===== src/rtl/bcd_scan_counter.sv =====
// Two-digit prescaled BCD up/down counter (00-99) with load, enable and wrap pulse.
// Digits are time-multiplexed onto one BCD nibble (W..Z) with a one-hot digit select.
module bcd_scan_counter #(
  parameter int unsigned PRESCALE = 50_000_000,
  parameter int unsigned SCAN_DIV = 50_000
) (
  input  logic       clk,
  input  logic       rst,
  input  logic       en,
  input  logic       up,
  input  logic       load,
  input  logic [7:0] load_val,
  output logic       W,
  output logic       X,
  output logic       Y,
  output logic       Z,
  output logic [1:0] dig_sel,
  output logic [7:0] count,
  output logic       wrap
);

  localparam int unsigned PW = 26;
  localparam int unsigned SW = 20;
  localparam logic [PW-1:0] PRE_MAX  = PW'(PRESCALE - 1);
  localparam logic [SW-1:0] SCAN_MAX = SW'(SCAN_DIV - 1);

  logic [PW-1:0] pre_cnt_q, pre_cnt_d;
  logic [SW-1:0] scan_cnt_q, scan_cnt_d;
  logic          sel_q, sel_d;
  logic [3:0]    tens_q, tens_d;
  logic [3:0]    ones_q, ones_d;
  logic [3:0]    disp_q, disp_d;
  logic [1:0]    dig_sel_q, dig_sel_d;
  logic          wrap_q, wrap_d;
  logic          step_c;
  logic          scan_wrap_c;

  function automatic logic [3:0] clamp9(input logic [3:0] n);
    return (n > 4'd9) ? 4'd9 : n;
  endfunction

  // Prescaler and digit update: load > step > hold.
  always_comb begin
    pre_cnt_d = pre_cnt_q;
    tens_d    = tens_q;
    ones_d    = ones_q;
    wrap_d    = 1'b0;
    step_c    = en && (pre_cnt_q == PRE_MAX);
    if (load) begin
      tens_d    = clamp9(load_val[7:4]);
      ones_d    = clamp9(load_val[3:0]);
      pre_cnt_d = '0;
    end else if (en) begin
      pre_cnt_d = step_c ? '0 : pre_cnt_q + PW'(1);
      if (step_c) begin
        if (up) begin
          if (ones_q < 4'd9) begin
            ones_d = ones_q + 4'd1;
          end else begin
            ones_d = 4'd0;
            if (tens_q == 4'd9) begin
              tens_d = 4'd0;
              wrap_d = 1'b1;
            end else begin
              tens_d = tens_q + 4'd1;
            end
          end
        end else begin
          if (ones_q > 4'd0) begin
            ones_d = ones_q - 4'd1;
          end else begin
            ones_d = 4'd9;
            if (tens_q == 4'd0) begin
              tens_d = 4'd9;
              wrap_d = 1'b1;
            end else begin
              tens_d = tens_q - 4'd1;
            end
          end
        end
      end
    end
  end

  // Free-running scan timer and registered display mux.
  always_comb begin
    scan_wrap_c = (scan_cnt_q == SCAN_MAX);
    scan_cnt_d  = scan_wrap_c ? '0 : scan_cnt_q + SW'(1);
    sel_d       = sel_q ^ scan_wrap_c;
    disp_d      = sel_q ? tens_q : ones_q;
    dig_sel_d   = sel_q ? 2'b10 : 2'b01;
  end

  always_ff @(posedge clk or posedge rst) begin
    if (rst) begin
      pre_cnt_q  <= '0;
      scan_cnt_q <= '0;
      sel_q      <= 1'b0;
      tens_q     <= 4'd0;
      ones_q     <= 4'd0;
      disp_q     <= 4'd0;
      dig_sel_q  <= 2'b01;
      wrap_q     <= 1'b0;
    end else begin
      pre_cnt_q  <= pre_cnt_d;
      scan_cnt_q <= scan_cnt_d;
      sel_q      <= sel_d;
      tens_q     <= tens_d;
      ones_q     <= ones_d;
      disp_q     <= disp_d;
      dig_sel_q  <= dig_sel_d;
      wrap_q     <= wrap_d;
    end
  end

  assign {Z, Y, X, W} = disp_q;
  assign dig_sel      = dig_sel_q;
  assign count        = {tens_q, ones_q};
  assign wrap         = wrap_q;

endmodule

===== config.mk =====
export PLATFORM = sky130hd
export DESIGN_NAME = bcd_scan_counter
export DESIGN_NICKNAME = d
export VERILOG_FILES = /design/src/rtl/bcd_scan_counter.sv
export SDC_FILE = /design/constraint.sdc
export NUM_CORES = 1
export LEC_CHECK = 0
export CORE_MARGIN = 3
export CORE_UTILIZATION = 50
export DETAILED_ROUTE_END_ITERATION = 8
export MAX_ROUTING_LAYER = met4
export PLACE_DENSITY = 0.7
export SLEW_MARGIN = 5
export SYNTH_ARGS = -nofsm -noshare
export SYNTH_HDL_FRONTEND = slang
export SYNTH_SLANG_ARGS = --single-unit

===== constraint.sdc =====
create_clock -name clk -period 2.85 [get_ports clk]
set_input_delay 0.4275 -clock clk [delete_from_list [all_inputs] [get_ports clk]]
set_output_delay 0.4275 -clock clk [all_outputs]
set_load 0.005 [all_outputs]

# After elaboration in Yosys (flattened, before gate mapping)
# Index checks and enable logic that the tools add are counted.
# word_totals
register_bits	62
word_cells	60
out_inout_bits	15
inputBits	13
# classes
bitwise	1
n_lt_le_gt_ge	4
n_eq_ne	5
mux	30
n_reduce_logical	6
add_sub_neg	6
# ops
op	n
$mux 26	3
$mux 4	17
$add 26x1->26 const B	1
$eq 26x26->1 const B	1
$add 20x1->20 const B	1
$eq 20x16->1 const B	1
$mux 20	1
$add 4x1->4 const B	2
$gt 4x4->1 const B	2
$mux 1	8
$sub 4x1->4 const B	2
$ne 3x3->1 const B	2
$eq 4x4->1 const B	1
$gt 4x1->1 const B	1
$logic_not 4->1	1
$lt 4x4->1 const B	1
$reduce_and 4->1	1
$reduce_bool 2->1	2
$mux 2	1
$reduce_and 2->1	1
$logic_and 1x1->1	1
$xor 1x1->1	1

# Longest topological paths before layout
# Gate-level depths: netlist of run 1.
# logic_depth
depth_word	7
depth_mapped	7
ltp_nobuf	7

# Worst setup path after synthesis of run 1
# Ideal clock, no wire load.
# synth_path
path_type	reg-to-reg
start	reg pre_cnt_q[16]
end	reg pre_cnt_q[21]
stages_incl_launch_ff	7
required_ns	2.732
path_slack_ns	0.684
arrival_time_ns	2.048
path_cell_list	dfrtp_1 -> or4b_1 -> or4_4 -> o21ai_1 -> buf_4 -> o22ai_1 -> a21o_1
# synth_between
elab_chain_len	5
# synth_rtl
element	line_no	text
start, declared	27	logic [PW-1:0] pre_cnt_q, pre_cnt_d;
start signal, assigned	105	pre_cnt_q <= pre_cnt_d;
branches (longest 2 deep; another with $add 26x1->26)	-	
$mux 26 (*)	54	pre_cnt_d = step_c ? '0 : pre_cnt_q + PW'(1);
$mux 26 (*)	53	end else if (en) begin
$mux 26 (*)	49	if (load) begin
# Mark *: on every way between the ends. The select of a mux whose other input is x is not followed.
# A chain may end at the register's enable or synchronous reset.

# Worst setup path in the final report of run 1
# layout_path
start	reg pre_cnt_q[16]
end	reg tens_q[2]
# layout_between
elab_chain_len	4
# layout_rtl
element	line_no	text
$eq 26x26->1	48	step_c = en && (pre_cnt_q == PRE_MAX);
$logic_and 1x1->1	48	
$reduce_bool 2->1 (no source line)	-	
$reduce_and 4->1 (no source line)	-	
end signal, assigned	108	tens_q <= tens_d;
end, declared	30	logic [3:0] tens_q, tens_d;
# No other way between the ends.

==> results.cfg, run 1 <==
[power]
p_comb_share_pct = 11.4
internal_power_mw = 1.54
switchingPower_uw = 511
p_leak_nw = 1.73
switching_share_pct = 24.9
clkPwrFrac_pct = 42.2
power_density_nw_per_um2 = 516
ir_drop_mv = 0.315
pwr-share-seq_pct = 46.4

[synth]
synth_top_area_share_pct = 45.6
synth_flop_cell = dfrtp_1
synth-compound-area-share_pct = 9.54
yosys_warnings = 0
synth-xor-area-share_pct = 11.5
ys_ff_latch = 62
synth_fa_ha_area_share_pct = 1.87
synth_area_um2 = 3350
synthSimpleGateAreaFrac_pct = 26.6
syn_avg_cell_area_um2 = 9.53
synth_edf_count = 0
synthArstFlopShare_pct = 100
synth_top_family_by_area = simple AND/OR/NAND/NOR gates
seq_area_frac_synth_pct = 46.4
synth_top_cell_by_area = dfrtp_1
synthTopCellsByArea = dfrtp_1, xor2_1, nor2_1, xnor2_1, nand3_1
synth_mux_area_share_pct = 0.972
syn-instance-count = 351
ys_types = 53
syn_nets = 369

[cells_and_area]
utilization_pct = 61.8
layout_commonest_cell = dfrtp_1
final_layout_size_suffix_gt1_share_pct = 8.74
diodes = 0
stdcell_count = 466
fill_cells = 546
synthToLayoutAreaGrowth_pct = 18.7
final_cell_mix = dfrtp_1, nor2_1, clkdlybuf4s50_1
num-nets-final = 403

[setup_path]
end_kind = register
cp-start-kind = register
path_class = register to register
worstReg2RegEnd = tens_q[2]
crit_fanout = 5
reg2reg_setup_slack_ps = 370
arrival_ps = 2690
required_ps = 3070
reg2reg_from = pre_cnt_q[16]
r2r_cells = 5

[timing]
fin_setup_tns_ps = 0
min_period_ps = 2480
setup_viol = 0
fin_crit_sh_pct = 86.9
rsz0062_at_grt = false
fmax_mhz = 404
skew_ps = 7.79
hold_viol_final = 0
relSlewSlack_pct = 46.5
tightestPinTransition_ps = 795
timing.final.max_slew_violations = 0

[floorplan]
row_count = 29
start_util_pct = 52.1
io_pins = 28
core-area_um2 = 6420
die-area_um2 = 7710
die_w_um = 87.8
dieHeight_um = 87.8

[clock_network]
clockBufferDepth = 2
clock-sinks = 62
cts-root-buf = clkbuf_8
cts_tree = built
htreeDepth = 3
cts.reportedPaths.clkPinSlew_ps = 70
clock_latency_ps = 330
cts_resized = 0
cts_hold_buf = 0
cts_setup_buffers = 0
numCtsBuffers = 9

[place]
place.detailed.hpwl_um = 4980
io_buffers = 27
gp_congestion = 0.909
dp_cells = 451

[run]
cap_violations = 0

[global_route]
antenna_found_initial = 0
grt_pass1_wl_um = 12200
gr-total-overflow = 0
grt_use_total_pct = 20.8
grt_max_degree = 34
first_global_vias = 2560

[detailed_routing]
antenna_left = 0
drc_errors = 0
drt_first_iter_violations = 159
viasPerCell = 5.72
wire_per_inst_um = 15.2
num_vias = 2667
drt-total-wl_um = 7090
drtPass1Iterations = 4

[hold_path]
min_to = scan_cnt_q[0]
whs_path_depth = 1
min_path_type = register to register
worstHoldStart = scan_cnt_q[0]

[outcome]
outcome = completed
[state kept, by name, indices dropped and copies added, names as in the netlist]
name        cells
dig_sel         2
wrap            1
ones_q          4
sel_q           1
scan_cnt_q     20
pre_cnt_q      26
tens_q          4
disp_q          4
[worst max-delay path, cell delays in order (launching register included)]
cell     delay [ps]
dfrtp_1         450
or4b_1          570
or4_4           570
o21ai_2         300
nand2_1         160
a211o_1         310
[Yosys cell counts (2+ instances only)]
master / count
dfrtp_1: 61
nor2_1: 50
xor2_1: 26
nand2_1: 21
nand3_1: 19
xnor2_1: 18
and3_1: 14
nand4_1: 14
inv_1: 9
o21ai_0: 8
nor3_1: 7
o21ai_1: 7
clkbuf_1: 6
nand2b_1: 6
nor4_1: 6
ha_1: 5
nand3b_1: 5
nor2b_1: 5
nor3b_1: 5
a21oi_1: 4
nor4b_1: 4
o31ai_1: 4
a31oi_1: 3
buf_1: 3
buf_4: 3
o21a_1: 3
o22ai_1: 3
a211o_1: 2
a22o_1: 2
and2_1: 2
buf_2: 2
nand4b_1: 2
o21bai_1: 2
[metrics by stage]
step	setup WS [ps]	hold slack, ps	power (mW)	area (µm²)
after floorplan	684	352	1.09	3350
after global placement	388	438	1.20	3750
after detailed placement	312	454	1.20	3750
after CTS	379	463	2.07	3970
after global routing	249	491	2.15	3970
final	374	467	2.05	3970
[per-layer routing]
| metal | track usage, % | up-vias | part of all wire (%) |
|---|---|---|---|
| li1 | - | 1311 | - |
| met1 | 28.3 | 1278 | 48 |
| met2 | 30.8 | 65 | 45 |
| met3 | 4.80 | 13 | 4.8 |
| met4 | 6.56 | 0 | 1.4 |
| met5 | - | - | 0 |
[power by group through the flow]
stage	Sequential [mW]	Combinational (mW)	Clock, mW
floorplan	0.941	0.153	0
global placement	0.965	0.231	0
detailed placement	0.967	0.234	0
CTS	0.950	0.235	0.883
global route	0.957	0.260	0.931
finish	0.951	0.234	0.863
[how the worst max path moves through the flow]
stage / startpoint / endpoint / slack [ps]
after detailed placement: en / tens_q[2] / 310
after floorplan: pre_cnt_q[16] / pre_cnt_q[21] / 680
after global routing: pre_cnt_q[16] / tens_q[2] / 250
after global placement: en / pre_cnt_q[21] / 390
final: pre_cnt_q[16] / tens_q[2] / 370
after CTS: pre_cnt_q[16] / tens_q[2] / 380
[logic make-up (layout without fill, tap and decap cells)]
group,Yosys count,count (layout)
compound gates,47,47
xor+xnor,44,44
fa+ha+maj,5,5
buf+inv,24,62
flops,62,62
mux,3,3
simple gates,166,166
[layout make-up]
type                    instances  area [µm²]  area share [%]
multi-input cells             265        1690            42.6
flip-flops and latches         62        1550            39.1
well taps                      77        96.3            2.43
inverters                      10        37.5           0.945
clock inverters                 5        83.8            2.11
clock buffers                  10         138            3.47
repair buffers                 37         370            9.33
Note: power is estimated with default switching activity, not from simulation.
==> inputs of run 2 (changes only) <==
--- a/config.mk
+++ b/config.mk
@@ -5,8 +5,10 @@
 export SDC_FILE = /design/constraint.sdc
 export NUM_CORES = 1
 export LEC_CHECK = 0
+export ABC_AREA = 1
 export CORE_MARGIN = 3
 export CORE_UTILIZATION = 50
+export CTS_BUF_LIST = sky130_fd_sc_hd__clkbuf_16
 export DETAILED_ROUTE_END_ITERATION = 8
 export MAX_ROUTING_LAYER = met4
 export PLACE_DENSITY = 0.7
==> run 2 against run 1 <==
  * Via count up 27%
  * Total power up 12%
  * Non-clock buffer count down 8
  * Synthesized cell count up 46%
  * Wire length up 19%
  * Highest routed layer unchanged
==> results.cfg, run 2 <==
[outcome]
outcome = completed

[place]
place.detailed.hpwl_um = 6210
io_buffers = 27
gp_congestion = 0.941
pre_cts_ws_ps = 567
dp_cells = 633

[clock_network]
cts_setup_buffers = 0
cts_resized = 0
cts-root-buf = clkbuf_16
clock-sinks = 62
cts_hold_buf = 0
clockBufferDepth = 2
clock_latency_ps = 330
htreeDepth = 3
numCtsBuffers = 9
cts.reportedPaths.clkPinSlew_ps = 50
cts_tree = built

[synth]
synthArstFlopShare_pct = 100
syn_nets = 532
synth_area_um2 = 3730
ys_ff_latch = 62
synth.top_cells.by_count = nand2_1, nor2_1, inv_1
synth_flop_cell = dfrtp_1
ys_types = 32
yosys_warnings = 0
syn-instance-count = 514
syn_avg_cell_area_um2 = 7.26
synth_top_area_share_pct = 40.9
seq_area_frac_synth_pct = 41.6
synth_edf_count = 0
synth_most_common_cell = nand2_1
synth_top_cell_by_area = dfrtp_1
synthTopCellsByArea = dfrtp_1, nand2_1, nor2_1, inv_1, nand3_1

[timing]
min_period_ps = 1980
setup_viol = 0
relSlewSlack_pct = 65.9
holdWs_ps = 424
timing.final.max_slew_violations = 0
tightestPinTransition_ps = 511
fin_setup_tns_ps = 0
fin_ws_ps = 869
fmax_mhz = 505
skew_ps = 7.12
rsz0062_at_grt = false
fin_crit_sh_pct = 69.5
hold_viol_final = 0

[cells_and_area]
synthToLayoutAreaGrowth_pct = 16.5
final_cell_mix = nand2_1, nor2_1, inv_1
largestRegisters = pre_cnt_q x26, scan_cnt_q x20
multi_input_area_um2 = 1860
num-nets-final = 566
stdcell_count = 649
utilization_pct = 61.9
layout_commonest_cell = nand2_1
largest_reg_flops = 26
diodes = 0
fill_cells = 630
final_layout_size_suffix_gt1_share_pct = 6.87
regArea_um2 = 1550
regMostFlops = pre_cnt_q

[detailed_routing]
viasPerCell = 5.22
num_vias = 3391
drt_first_iter_violations = 182
drt-total-wl_um = 8470
drtPass1Iterations = 5
drc_errors = 0
wire_per_inst_um = 13.0
antenna_left = 0

[setup_path]
cp-startpoint = load
required_ps = 3070
cpPeakStageDelay_ps = 640
cp_slowest_cell = clkdlybuf4s50_1
crit_buf_inv = 2
arrival_ps = 2200
worstPathCellList = clkdlybuf4s50_1, nor2_2, inv_2, nand3_1, nor2_2, nand3_1, nand2_1, nand2_1, nor2_1
cp-start-kind = input port
path_delay_family = simple AND/OR/NAND/NOR gates
end_kind = register
reg2reg_from = scan_cnt_q[0]
crit_fanout = 13
path_class = input port to register

[power]
ir_drop_mv = 0.335
p_leak_nw = 2.05
power_density_nw_per_um2 = 530

[floorplan]
dieHeight_um = 92.4
die_w_um = 92.4
start_util_pct = 53.1
row_count = 30
core-area_um2 = 7020
io_pins = 28
die-area_um2 = 8530

[global_route]
antenna_found_initial = 0
first_global_vias = 3207
grt_max_degree = 27
grt_pass1_wl_um = 14800
grt_use_total_pct = 22.1
gr-total-overflow = 0

[run]
cap_violations = 0

[hold_path]
min_path_type = input port to async pin
[run 2: cell count changes after synthesis, moves of 6 or more]
cell / delta
xnor2_1: -13
nand3_1: +26
nand2b_1: -6
nor2_2: +6
a21oi_1: +9
o21ai_1: -6
inv_1: +61
o21ai_0: +13
nor3_1: +11
nor2_1: +29
nand2_1: +103
xor2_1: -10
and3_1: -12
[run 2: routing by layer]
layer / track usage [%] / part of all wire, % / wire (µm) / vias to the layer above
li1: - / - / - / 1710
met1: 29.4 / 46 / 3940 / 1580
met2: 33.2 / 47 / 3940 / 88
met3: 4.79 / 5.2 / 444 / 13
met4: 8.79 / 1.7 / 148 / 0
met5: - / 0 / 0 / -
[run 2: cell type report]
type	count	area share, %
clock inverters	7	0.720
repair buffers	29	6.56
flip-flops and latches	62	35.7
well taps	96	2.76
multi-input cells	373	42.7
inverters	73	6.30
clock buffers	9	5.18
[run 2: power breakdown]
| group | switching, mW | internal (mW) | total, mW |
|---|---|---|---|
| registers | 0.0604 | 0.929 | 0.990 |
| logic | 0.196 | 0.166 | 0.362 |
| clock network | 0.379 | 0.571 | 0.950 |
[run 2: path summary, 6_finish.rpt]
check / cells after the start / slack, ps / to
max in group asynchronous: 3 / 1770 / wrap
max reg2reg: 5 / 1020 / sel_q
max: 9 / 870 / pre_cnt_q[23]
min in group clk: 1 / 520 / scan_cnt_q[13]
min: 2 / 420 / scan_cnt_q[15]
min reg2reg: 1 / 520 / scan_cnt_q[13]
[run 2: per-stage QoR]
| stage | power [mW] | cell area, µm² |
|---|---|---|
| detailed placement | 1.36 | 4090 |
| CTS | 2.32 | 4350 |
| global route | 2.43 | 4350 |
| global placement | 1.36 | 4090 |
| floorplan | 1.21 | 3730 |
| finish | 2.30 | 4350 |
[run 2: cell families (layout without fill, tap and decap cells)]
logic type / count (synthesis) / after routing / share of synthesized area [%]
adder cells (fa/ha/maj): 5 / 5 / 1.68
AO/OA/AOI/OAI: 40 / 40 / 5.67
AND/OR/NAND/NOR: 307 / 307 / 37.5
XOR/XNOR: 21 / 21 / 4.93
flip-flops: 62 / 62 / 41.6
buffers and inverters: 79 / 118 / 8.55
==> inputs of run 3 (changes only) <==
==> constraint.sdc (replaced) <==
create_clock -name clk -period 1.9 [get_ports clk]
set_input_delay 0.285 -clock clk [delete_from_list [all_inputs] [get_ports clk]]
set_output_delay 0.285 -clock clk [all_outputs]
set_load 0.005 [all_outputs]
==> run 3 against run 2 <==
  * Clock skew hardly changed
  * Total power is 54% higher
  * First-iteration DRC count is 24% higher
  * Worst setup slack worse by 640 ps
  * Critical path depth is 8 lower
  * Clock power is 54% higher
  * Combinational power is 67% higher
  * Flip-flop and latch count stayed put
  * Register-to-register slack worse by 780 ps
  * Final area is 2.4% higher
  * Sequential power is 48% higher
==> results.cfg, run 3 (synthesis gave the netlist of run 2 again) <==
[outcome]
outcome = completed

[floorplan]
die_w_um = 92.4
dieHeight_um = 92.4
start_util_pct = 53.1
die-area_um2 = 8530
core-area_um2 = 7020
io_pins = 28
row_count = 30

[cells_and_area]
fill_cells = 633
regArea_um2 = 1550
largest_reg_flops = 26
final_cell_mix = nand2_1, nor2_1, inv_1
num-nets-final = 577
multi_input_area_um2 = 1860
largestRegisters = pre_cnt_q x26, scan_cnt_q x20
diodes = 0
layout_commonest_cell = nand2_1
synthToLayoutAreaGrowth_pct = 19.4
final_layout_size_suffix_gt1_share_pct = 9.04
regMostFlops = pre_cnt_q

[setup_path]
end_kind = output pin
cp_slowest_cell = clkdlybuf4s50_1
worstReg2RegEnd = ones_q[3]
cp-startpoint = tens_q[3]
path_delay_family = buffers and inverters
reg2reg_setup_slack_ps = 240
crit_fanout = 9
cp-start-kind = register
worstPathCellList = clkdlybuf4s50_1
crit_buf_inv = 1
arrival_ps = 1390
cpPeakStageDelay_ps = 560
reg2reg_from = pre_cnt_q[1]
cp.depth = 1
critical_path.endpoint = count[7]
path_class = register to output pin
required_ps = 1620
r2r_cells = 10

[clock_network]
htreeDepth = 3
cts_hold_buf = 0
cts-root-buf = clkbuf_16
cts_resized = 0
cts_setup_buffers = 0
numCtsBuffers = 9
clock_latency_ps = 330
clockBufferDepth = 2
clock-sinks = 62
cts.reportedPaths.clkPinSlew_ps = 60
cts_tree = built

[place]
gp_congestion = 0.964
io_buffers = 27
place.detailed.hpwl_um = 6290

[hold_path]
min_path_type = input port to async pin

[power]
switchingPower_mw = 1.00
pwr-share-seq_pct = 41.6
ir_drop_mv = 0.544
internal_power_mw = 2.54
power_mw = 3.54
p_leak_nw = 2.11
power_density_nw_per_um2 = 796
clkPwrFrac_pct = 41.3
switching_share_pct = 28.3
p_comb_share_pct = 17.1

[detailed_routing]
antenna_left = 0
drc_errors = 0
drt_first_iter_violations = 225
num_vias = 3434
drtPass1Iterations = 5
drt-total-wl_um = 8630
viasPerCell = 5.20
wire_per_inst_um = 13.1

[global_route]
first_global_vias = 3309
grt_use_total_pct = 22.2
grt_max_degree = 63
gr-total-overflow = 0
grt_pass1_wl_um = 14800
antenna_found_initial = 0

[timing]
setup_viol = 0
fin_setup_tns_ps = 0
tightestPinTransition_ps = 400
rsz0062_at_grt = false
relSlewSlack_pct = 73.1
hold_viol_final = 0
skew_ps = 7.47
fmax_mhz = 599
holdWs_ps = 341
fin_crit_sh_pct = 87.9
min_period_ps = 1670
timing.final.max_slew_violations = 0

[run]
cap_violations = 0
run 3: cell count changes in the layout (fill, tap and decap cells not counted), sizes merged:
cell | previous run | this run
clkinvlp | 0 | 3
buf | 2 | 13
clkinv | 7 | 4
run 3: cell type report:
class / instances / area share, %
multi-input combinational: 373 / 41.7
sequential: 62 / 34.9
timing repair buffer: 40 / 8.54
inverter: 73 / 6.16
clock buffer: 9 / 5.06
tap: 96 / 2.70
clock inverter: 7 / 0.927
run 3: per-stage QoR:
stage / utilization [%] / std cells / setup WS [ps] / cell area [µm²]
6_report: 63.4 / 660 / 230 / 4450
5_1_grt: 63.4 / 660 / 107 / 4450
3_5_place_dp: 59.6 / 644 / 59.4 / 4190
2_1_floorplan: - / 514 / 75.3 / 3730
4_1_cts: 63.4 / 660 / 222 / 4450
3_3_place_gp: 59.6 / 644 / 89.0 / 4190
run 3: worst min-delay path by stage:
stage                 startpoint             to  slack (ps)
detailed placement  pre_cnt_q[1]   pre_cnt_q[1]         500
global route                 rst  scan_cnt_q[6]         390
CTS                          rst  scan_cnt_q[7]         350
global placement    pre_cnt_q[1]   pre_cnt_q[1]         500
floorplan                  sel_q     dig_sel[1]         350
finish                       rst  scan_cnt_q[7]         340
run 3: metal layers:
layer | wire length, µm | GRT usage (%) | up-vias
li1 | - | - | 1732
met1 | 3940 | 28.1 | 1575
met2 | 3980 | 34.3 | 110
met3 | 520 | 5.12 | 17
met4 | 194 | 9.28 | 0
met5 | 0 | - | -
run 3: power groups by stage:
stage | clock [mW] | sequential (mW) | combinational (mW)
finish | 1.46 | 1.47 | 0.606
global placement | 0 | 1.49 | 0.587
floorplan | 0 | 1.48 | 0.339
CTS | 1.49 | 1.47 | 0.606
global route | 1.54 | 1.48 | 0.666
detailed placement | 0 | 1.49 | 0.599
